[src/rtl/width_conv_pkg.sv]
// Shared definitions for the 8-to-16 packer and 16-to-8 unpacker: state encoding,
// nominal widths and the word half-select helper.
package width_conv_pkg;

  localparam int unsigned BYTE_W = 8;
  localparam int unsigned WORD_W = 16;

  typedef enum logic [1:0] {
    IDLE,
    FIRST,
    SECOND
  } conv_state_e;

  function automatic logic [BYTE_W-1:0] half_select(input logic [WORD_W-1:0] word,
                                                    input logic upper);
    return upper ? word[WORD_W-1:BYTE_W] : word[BYTE_W-1:0];
  endfunction

endpackage

[src/rtl/width_16to8_if.sv]
// Word-in / byte-out valid/ready bus for the width unpacker.
// master drives words and byte backpressure; slave is the unpacker itself.
interface width_16to8_if #(
  parameter int unsigned OUT_W = 8
);

  logic               valid_in;
  logic [2*OUT_W-1:0] data_in;
  logic               ready_in;
  logic               valid_out;
  logic [OUT_W-1:0]   data_out;
  logic               ready_out;

  modport master (
    output valid_in, data_in, ready_out,
    input  ready_in, valid_out, data_out
  );

  modport slave (
    input  valid_in, data_in, ready_out,
    output ready_in, valid_out, data_out
  );

endinterface

[src/rtl/width_16to8.sv]
// Width unpacker: each 2*OUT_W word leaves as two OUT_W bytes from registered state.
// Define WIDTH_16TO8_PIPE_EN to accept the next word during the second byte's transfer.
module width_16to8
  import width_conv_pkg::*;
#(
  parameter int unsigned OUT_W     = 8,
  parameter bit          MSB_FIRST = 1'b1
) (
  input logic          clk,
  input logic          rst_n,
  width_16to8_if.slave bus
);

  localparam int unsigned IN_W = 2 * OUT_W;

  conv_state_e       state_q;
  logic [IN_W-1:0]   hold_q;
  logic              valid_q;
  logic [OUT_W-1:0]  data_q;

  logic              accept;
  logic              xfer;
  logic [OUT_W-1:0]  in_first;
  logic [OUT_W-1:0]  hold_second;

  if (IN_W == WORD_W) begin : g_pkg_mux
    assign in_first    = half_select(bus.data_in, MSB_FIRST);
    assign hold_second = half_select(hold_q, !MSB_FIRST);
  end else begin : g_gen_mux
    assign in_first    = MSB_FIRST ? bus.data_in[IN_W-1:OUT_W] : bus.data_in[OUT_W-1:0];
    assign hold_second = MSB_FIRST ? hold_q[OUT_W-1:0] : hold_q[IN_W-1:OUT_W];
  end

`ifdef WIDTH_16TO8_PIPE_EN
  assign bus.ready_in = rst_n && ((state_q == IDLE) || ((state_q == SECOND) && bus.ready_out));
`else
  assign bus.ready_in = rst_n && (state_q == IDLE);
`endif

  assign accept        = bus.valid_in && bus.ready_in;
  assign xfer          = valid_q && bus.ready_out;
  assign bus.valid_out = valid_q;
  assign bus.data_out  = data_q;

  always_ff @(posedge clk) begin
    if (!rst_n) begin
      state_q <= IDLE;
      hold_q  <= '0;
      valid_q <= 1'b0;
      data_q  <= '0;
    end else begin
      case (state_q)
        IDLE: begin
          if (accept) begin
            hold_q  <= bus.data_in;
            state_q <= FIRST;
            valid_q <= 1'b1;
            data_q  <= in_first;
          end
        end
        FIRST: begin
          if (xfer) begin
            state_q <= SECOND;
            data_q  <= hold_second;
          end
        end
        SECOND: begin
          // An accept here only happens in pipelined mode and always coincides with xfer.
          if (accept) begin
            hold_q  <= bus.data_in;
            state_q <= FIRST;
            valid_q <= 1'b1;
            data_q  <= in_first;
          end else if (xfer) begin
            state_q <= IDLE;
            valid_q <= 1'b0;
          end
        end
        default: begin
          state_q <= IDLE;
          valid_q <= 1'b0;
        end
      endcase
    end
  end

endmodule

[src/flat_wrapper.sv]
// flat-port wrapper written by rule: the top's interface ports become plain ports
module width_16to8_flat import width_conv_pkg::*;
#(
  parameter int unsigned OUT_W     = 8,
  parameter bit          MSB_FIRST = 1'b1
)
  (clk, rst_n, bus_valid_in, bus_data_in, bus_ready_out, bus_ready_in, bus_valid_out, bus_data_out);
  width_16to8_if #(.OUT_W(OUT_W)) bus_i ();
  input logic clk;
  input logic rst_n;
  input wire logic [$bits(bus_i.valid_in)-1:0] bus_valid_in;
  input wire logic [$bits(bus_i.data_in)-1:0] bus_data_in;
  input wire logic [$bits(bus_i.ready_out)-1:0] bus_ready_out;
  output wire logic [$bits(bus_i.ready_in)-1:0] bus_ready_in;
  output wire logic [$bits(bus_i.valid_out)-1:0] bus_valid_out;
  output wire logic [$bits(bus_i.data_out)-1:0] bus_data_out;
  assign bus_i.valid_in = bus_valid_in;
  assign bus_i.data_in = bus_data_in;
  assign bus_i.ready_out = bus_ready_out;
  assign bus_ready_in = bus_i.ready_in;
  assign bus_valid_out = bus_i.valid_out;
  assign bus_data_out = bus_i.data_out;
  width_16to8 #(.OUT_W(OUT_W), .MSB_FIRST(MSB_FIRST)) u_core (.clk(clk), .rst_n(rst_n), .bus(bus_i));
endmodule
[config.mk]
export PLATFORM = sky130hd
export DESIGN_NAME = width_16to8_flat
export DESIGN_NICKNAME = d
export VERILOG_FILES = /design/src/rtl/width_conv_pkg.sv /design/src/rtl/width_16to8_if.sv /design/src/rtl/width_16to8.sv /design/src/flat_wrapper.sv
export SDC_FILE = /design/constraint.sdc
export NUM_CORES = 1
export LEC_CHECK = 0
export CAP_MARGIN = 20
export CORE_UTILIZATION = 42
export CTS_CLUSTER_SIZE = 14
export DETAILED_ROUTE_END_ITERATION = 12
export PLACE_DENSITY = 0.75
export SYNTH_ARGS = -nofsm -noshare
export SYNTH_HDL_FRONTEND = slang
export SYNTH_SLANG_ARGS = --single-unit
[constraint.sdc]
create_clock -name clk -period 1.65 [get_ports clk]
set_input_delay 0.495 -clock clk [delete_from_list [all_inputs] [get_ports clk]]
set_output_delay 0.495 -clock clk [all_outputs]
set_load 0.01 [all_outputs]
## Word-level counts from Yosys, hierarchy flattened

Cells that the tools add are included.

| storage, ports and cells | value |
|---|---|
| output and inout bits | 10 |
| bits in registers | 19 |
| bits of input ports | 20 |

| operators by class | value |
|---|---|
| reduce and logical (&&, ||, !) cells | 10 |
| equality and inequality tests | 6 |
| bitwise operators | 1 |
| mux-type cells | 12 |

Operator list:

| operator | number |
|---|---|
| 8-bit 2-to-1 mux | 2 |
| 8-bit case mux with 2 select lines | 1 |
| 3-bit AND reduction | 3 |
| 2-bit 2-to-1 mux | 4 |
| 2-bit by 1-bit != test with 1-bit output (second input constant) | 3 |
| 2-bit case mux with 3 select lines | 1 |
| 1-bit logical AND | 3 |
| 1-bit 2-to-1 mux | 3 |
| 3-bit by 1-bit != test with 1-bit output (second input constant) | 1 |
| 1-bit case mux with 3 select lines | 1 |
| 2-bit by 1-bit equality test with 1-bit output (second input constant) | 1 |
| 2-bit equality test (second input constant) | 1 |
| 2-bit logical NOT | 1 |
| 2-bit AND reduction | 1 |
| 2-bit nonzero test | 1 |
| 2-bit OR reduction | 1 |
| 1-bit inverter | 1 |

## Depth between registers and ports, before layout

| logic depth | value |
|---|---|
| depth after elaboration | 5 |
| mapped depth | 6 |

## Worst setup path before layout

No wires, ideal clock.

| timing | value |
|---|---|
| path type | input to output |
| start point | in rst_n |
| end point | out bus_ready_in |
| stages on the path | 2 |
| path slack | 0.129 ns |
| arrival time | 1.026 ns |
| required time | 1.155 ns |
| path through | clkbuf_1 -> nor3b_1 |

| on the way | value |
|---|---|
| longest elaborated chain between the ends | 1 |

RTL lines:

| element | RTL line | source |
|---|---|---|
| start: declaration | flat_wrapper.sv:10 | `input logic rst_n;` |
| 1-bit logical AND | width_16to8.sv:37 | `assign bus.ready_in = rst_n && (state_q == IDLE);` |
| end: declaration | flat_wrapper.sv:14 | `output wire logic [$bits(bus_i.ready_in)-1:0] bus_ready_in;` |

Every way passes these cells.

## Worst setup path after layout

Ends and elaborated chain as after synthesis.

==> results.txt <==
Num CTS Buffers: 3
Diode count: 0
Post-synthesis mux area share: 18.2%
Detailed-route wire length: 1800 µm
Net count reported at finish: 134
Overflow left after global routing: 0
Last element of the critical path: bus_ready_in
Compound-cell area share of the yosys netlist: 18.1%
Sequential fraction of the synthesis area: 43.2%
Synthesized netlist net count: 101
Number of max-slew violations in the final report: 0
Xor and xnor area share after synthesis: 0%
Largest family of logic cells by synthesized area: multiplexers
Worst endpoint data arrival time: 1060 ps
Setup slack on the worst flop-to-flop path: 190 ps
Count of synthesis-stage warnings from yosys: 0
Drt first pass iters: 4
Summed instance area of the synthesized netlist: 880 µm²
Sequential share of power: 53.1%
Half-perimeter wire length after placement: 1280 µm
Drc violations: 0
Number of global-route vias before repair: 657
Clock insertion delay at the later pin of the skew report: 290 ps
TNS Setup: 0 ps
Number of instances in the synthesized netlist: 81
Cell Area, Placed: 1220 µm²
Number of synthesized flops with an enable pin: 0
Fin area: 1240 µm²
Multi-input gate area in the final layout: 453 µm²
Cell count of the worst reg-to-reg path: 5
Number of filler instances in the final layout: 199
Total leakage power: 0.577 nW
Routed wl met2: 919 µm
Maximum buffer depth of the clock tree: 2
Critical path endpoint category: output pin
Share of power burned in combinational logic: 22.7%
Wire length of the first global-routing pass: 2670 µm
Reg-to-Reg End: u_core.hold_q[6]
Utilization after layout: 63.3%
Fraction of final layout cells with drive strength greater than 1: 15.0%
Critical path launch point type: primary input
Switching power share of the total: 25.7%
Num rows: 16
Result of the run: completed
Pin count of the biggest net entering global routing: 21
Die width: 47.8 µm
Max FO, Critical Path: 2
Highest attainable clock frequency: 641 MHz
Sequential cell area: 382 µm²
Top layer in use: met4
Setup Skew: 4.55 ps
Area inside the core boundary: 1960 µm²
Clock group share of total power: 24.2%
Worst reg2reg path startpoint: u_core.state_q[0]
Ratio of total power to cell area: 774 nW/µm²
Detail Route met3 WL: 73 µm
Worst max-slew margin expressed relative to the limit: 80.4%
PortBufs: 29
Ys async rst share: 0%
IR Drop Worst-Case VDD: 0.000545 V
Clock tree root driver cell: sky130_fd_sc_hd__clkbuf_4
Share of the cycle needed by the critical path after routing: 94.5%
Crit path from: rst_n
Initial antenna violation count: 0
Post-synth top flop: sky130_fd_sc_hd__dfxtp_1
Effective utilization at floorplan: 44.8%
# IOs: 30
Share of synthesized cell area in full adder, half adder and majority cells: 0%
Area Growth Syn to Fin: 41.1%
Global routing usage summed across all routing layers: 17.1%
Clock tree from TritonCTS: built
Switching power summed over all nets: 0.000246 W
H-tree depth reported by CTS: 1
DRT iter0 DRCs: 7
DIE AREA: 2280 µm²
Final setup violation count: 0
Unrepaired setup endpoints after global routing: false
Critical path class: primary input to output pin
Min cycle time layout: 1560 ps
Internal Power: 0.000714 W
Antenna viol nets, final: 0
Average instance area after synthesis: 10.9 µm²
Sinks on Clock Net: 19
Clock slew at the register clock pins of the worst setup and hold paths: 110 ps
Number of hold violations in the final report: 0
Required time of the worst setup path: 1150 ps
Die Y: 47.8 µm
Average via count per standard cell: 5.11
Number of max-cap violations: 0
Final weighted congestion in routability-driven placement: 0.755
Flop and latch count out of synthesis: 19
Total via count after detailed routing: 715
Routed WL per cell: 12.9 µm
Hold WC Path Type: flop to flop
Slew at the pin closest to its max-slew limit: 293 ps
Length of routed wiring on met1: 795 µm
Distinct cell type count after synthesis: 21
Post-synthesis simple-gate area fraction: 12.7%
-- registers in the layout, indices dropped and copies added (netlist names) --
signal	cells
u_core.bus.valid_out	1
u_core.bus.data_out	8
u_core.hold_q	8
u_core.state_q	2
-- cells in the mapped netlist (2+ instances only) --
cell	count	area (µm²)
sky130_fd_sc_hd__buf_6	4	45.0
sky130_fd_sc_hd__clkbuf_1	2	7.51
sky130_fd_sc_hd__dfxtp_1	19	380
sky130_fd_sc_hd__mux2i_1	16	160
sky130_fd_sc_hd__nand2b_1	2	12.5
sky130_fd_sc_hd__nor2b_1	9	56.3
sky130_fd_sc_hd__o211a_1	8	80.1
sky130_fd_sc_hd__o21a_1	2	15.0
sky130_fd_sc_hd__o21ai_0	4	20.0
sky130_fd_sc_hd__o21ai_1	4	20.0
-- layer usage --
layer	vias up	global-route usage (%)
met5	-	0
met4	0	8.33
met3	2	3.77
met2	16	29.2
met1	341	20.0
li1	356	-
-- power groups by stage --
stage / Sequential [W] / Combinational [W] / Clock [W]
4_1_cts: 0.000511 / 0.000220 / 0.000247
5_1_grt: 0.000515 / 0.000239 / 0.000262
3_5_place_dp: 0.000521 / 0.000233 / 0
3_3_place_gp: 0.000519 / 0.000229 / 0
2_1_floorplan: 0.000527 / 0.000113 / 0
6_report: 0.000510 / 0.000218 / 0.000232
-- stage by stage --
stage / hold WS (ps) / worst slack, ps / power, W / instances
floorplan: 482 / 129 / 0.000640 / 81
global placement: 480 / -540 / 0.000748 / 136
detailed placement: 490 / -669 / 0.000753 / 136
CTS: 515 / 39.5 / 0.000978 / 140
global route: 525 / 25.4 / 0.00102 / 140
finish: 507 / 91.1 / 0.000961 / 140
-- worst min path at each step --
stage / startpoint / end / slack (ps) / cells after the start
2_1_floorplan: u_core.hold_q[0] / u_core.hold_q[0] / 480 / 2
5_1_grt: u_core.bus.data_out[4] / u_core.bus.data_out[4] / 520 / 1
6_report: u_core.bus.data_out[4] / u_core.bus.data_out[4] / 510 / 1
4_1_cts: u_core.bus.data_out[4] / u_core.bus.data_out[4] / 520 / 1
3_5_place_dp: u_core.bus.data_out[0] / u_core.bus.data_out[0] / 490 / 1
3_3_place_gp: u_core.bus.data_out[3] / u_core.bus.data_out[3] / 480 / 1
-- cell usage in the layout (no fill, tap or decap), drive strengths merged, types with 2 or more instances in the layout --
master / instances
nand2b: 2
o21a: 2
mux2i: 16
clkbuf: 3
clkdlybuf4s50: 18
buf: 8
nor2b: 9
dfxtp: 19
dlygate4sd2: 10
o211a: 8
o21ai: 8
-- worst max-delay path, stage by stage --
cell and delay [ps]:
sky130_fd_sc_hd__dlygate4sd2_1 230, sky130_fd_sc_hd__nor3b_2 180, sky130_fd_sc_hd__buf_2 160
-- cell type report --
type / instances / share of cell area (%)
Clock buffer: 3 / 1.81
Multi-Input combinational cell: 53 / 36.5
Sequential cell: 19 / 30.7
Timing Repair Buffer: 36 / 27.5
Tap cell: 27 / 2.72
Inverter: 1 / 0.302
Clock inverter: 1 / 0.403
-- cell families after synthesis --
logic type | count (synthesis)
compound gates | 21
buf+inv | 9
mux | 16
simple gates | 16
flops | 19
-- repair_timing --
action / CTS / global route
pin swaps: 1 / 1
gates resized for setup: 17 / 1
hold buffers: 0 / 0
buffers inserted: 0 / 0
hold endpoints to repair: 0 / 0
endpoints found under the setup margin: 26 / 5
Power figures use the tool's default switching activity.
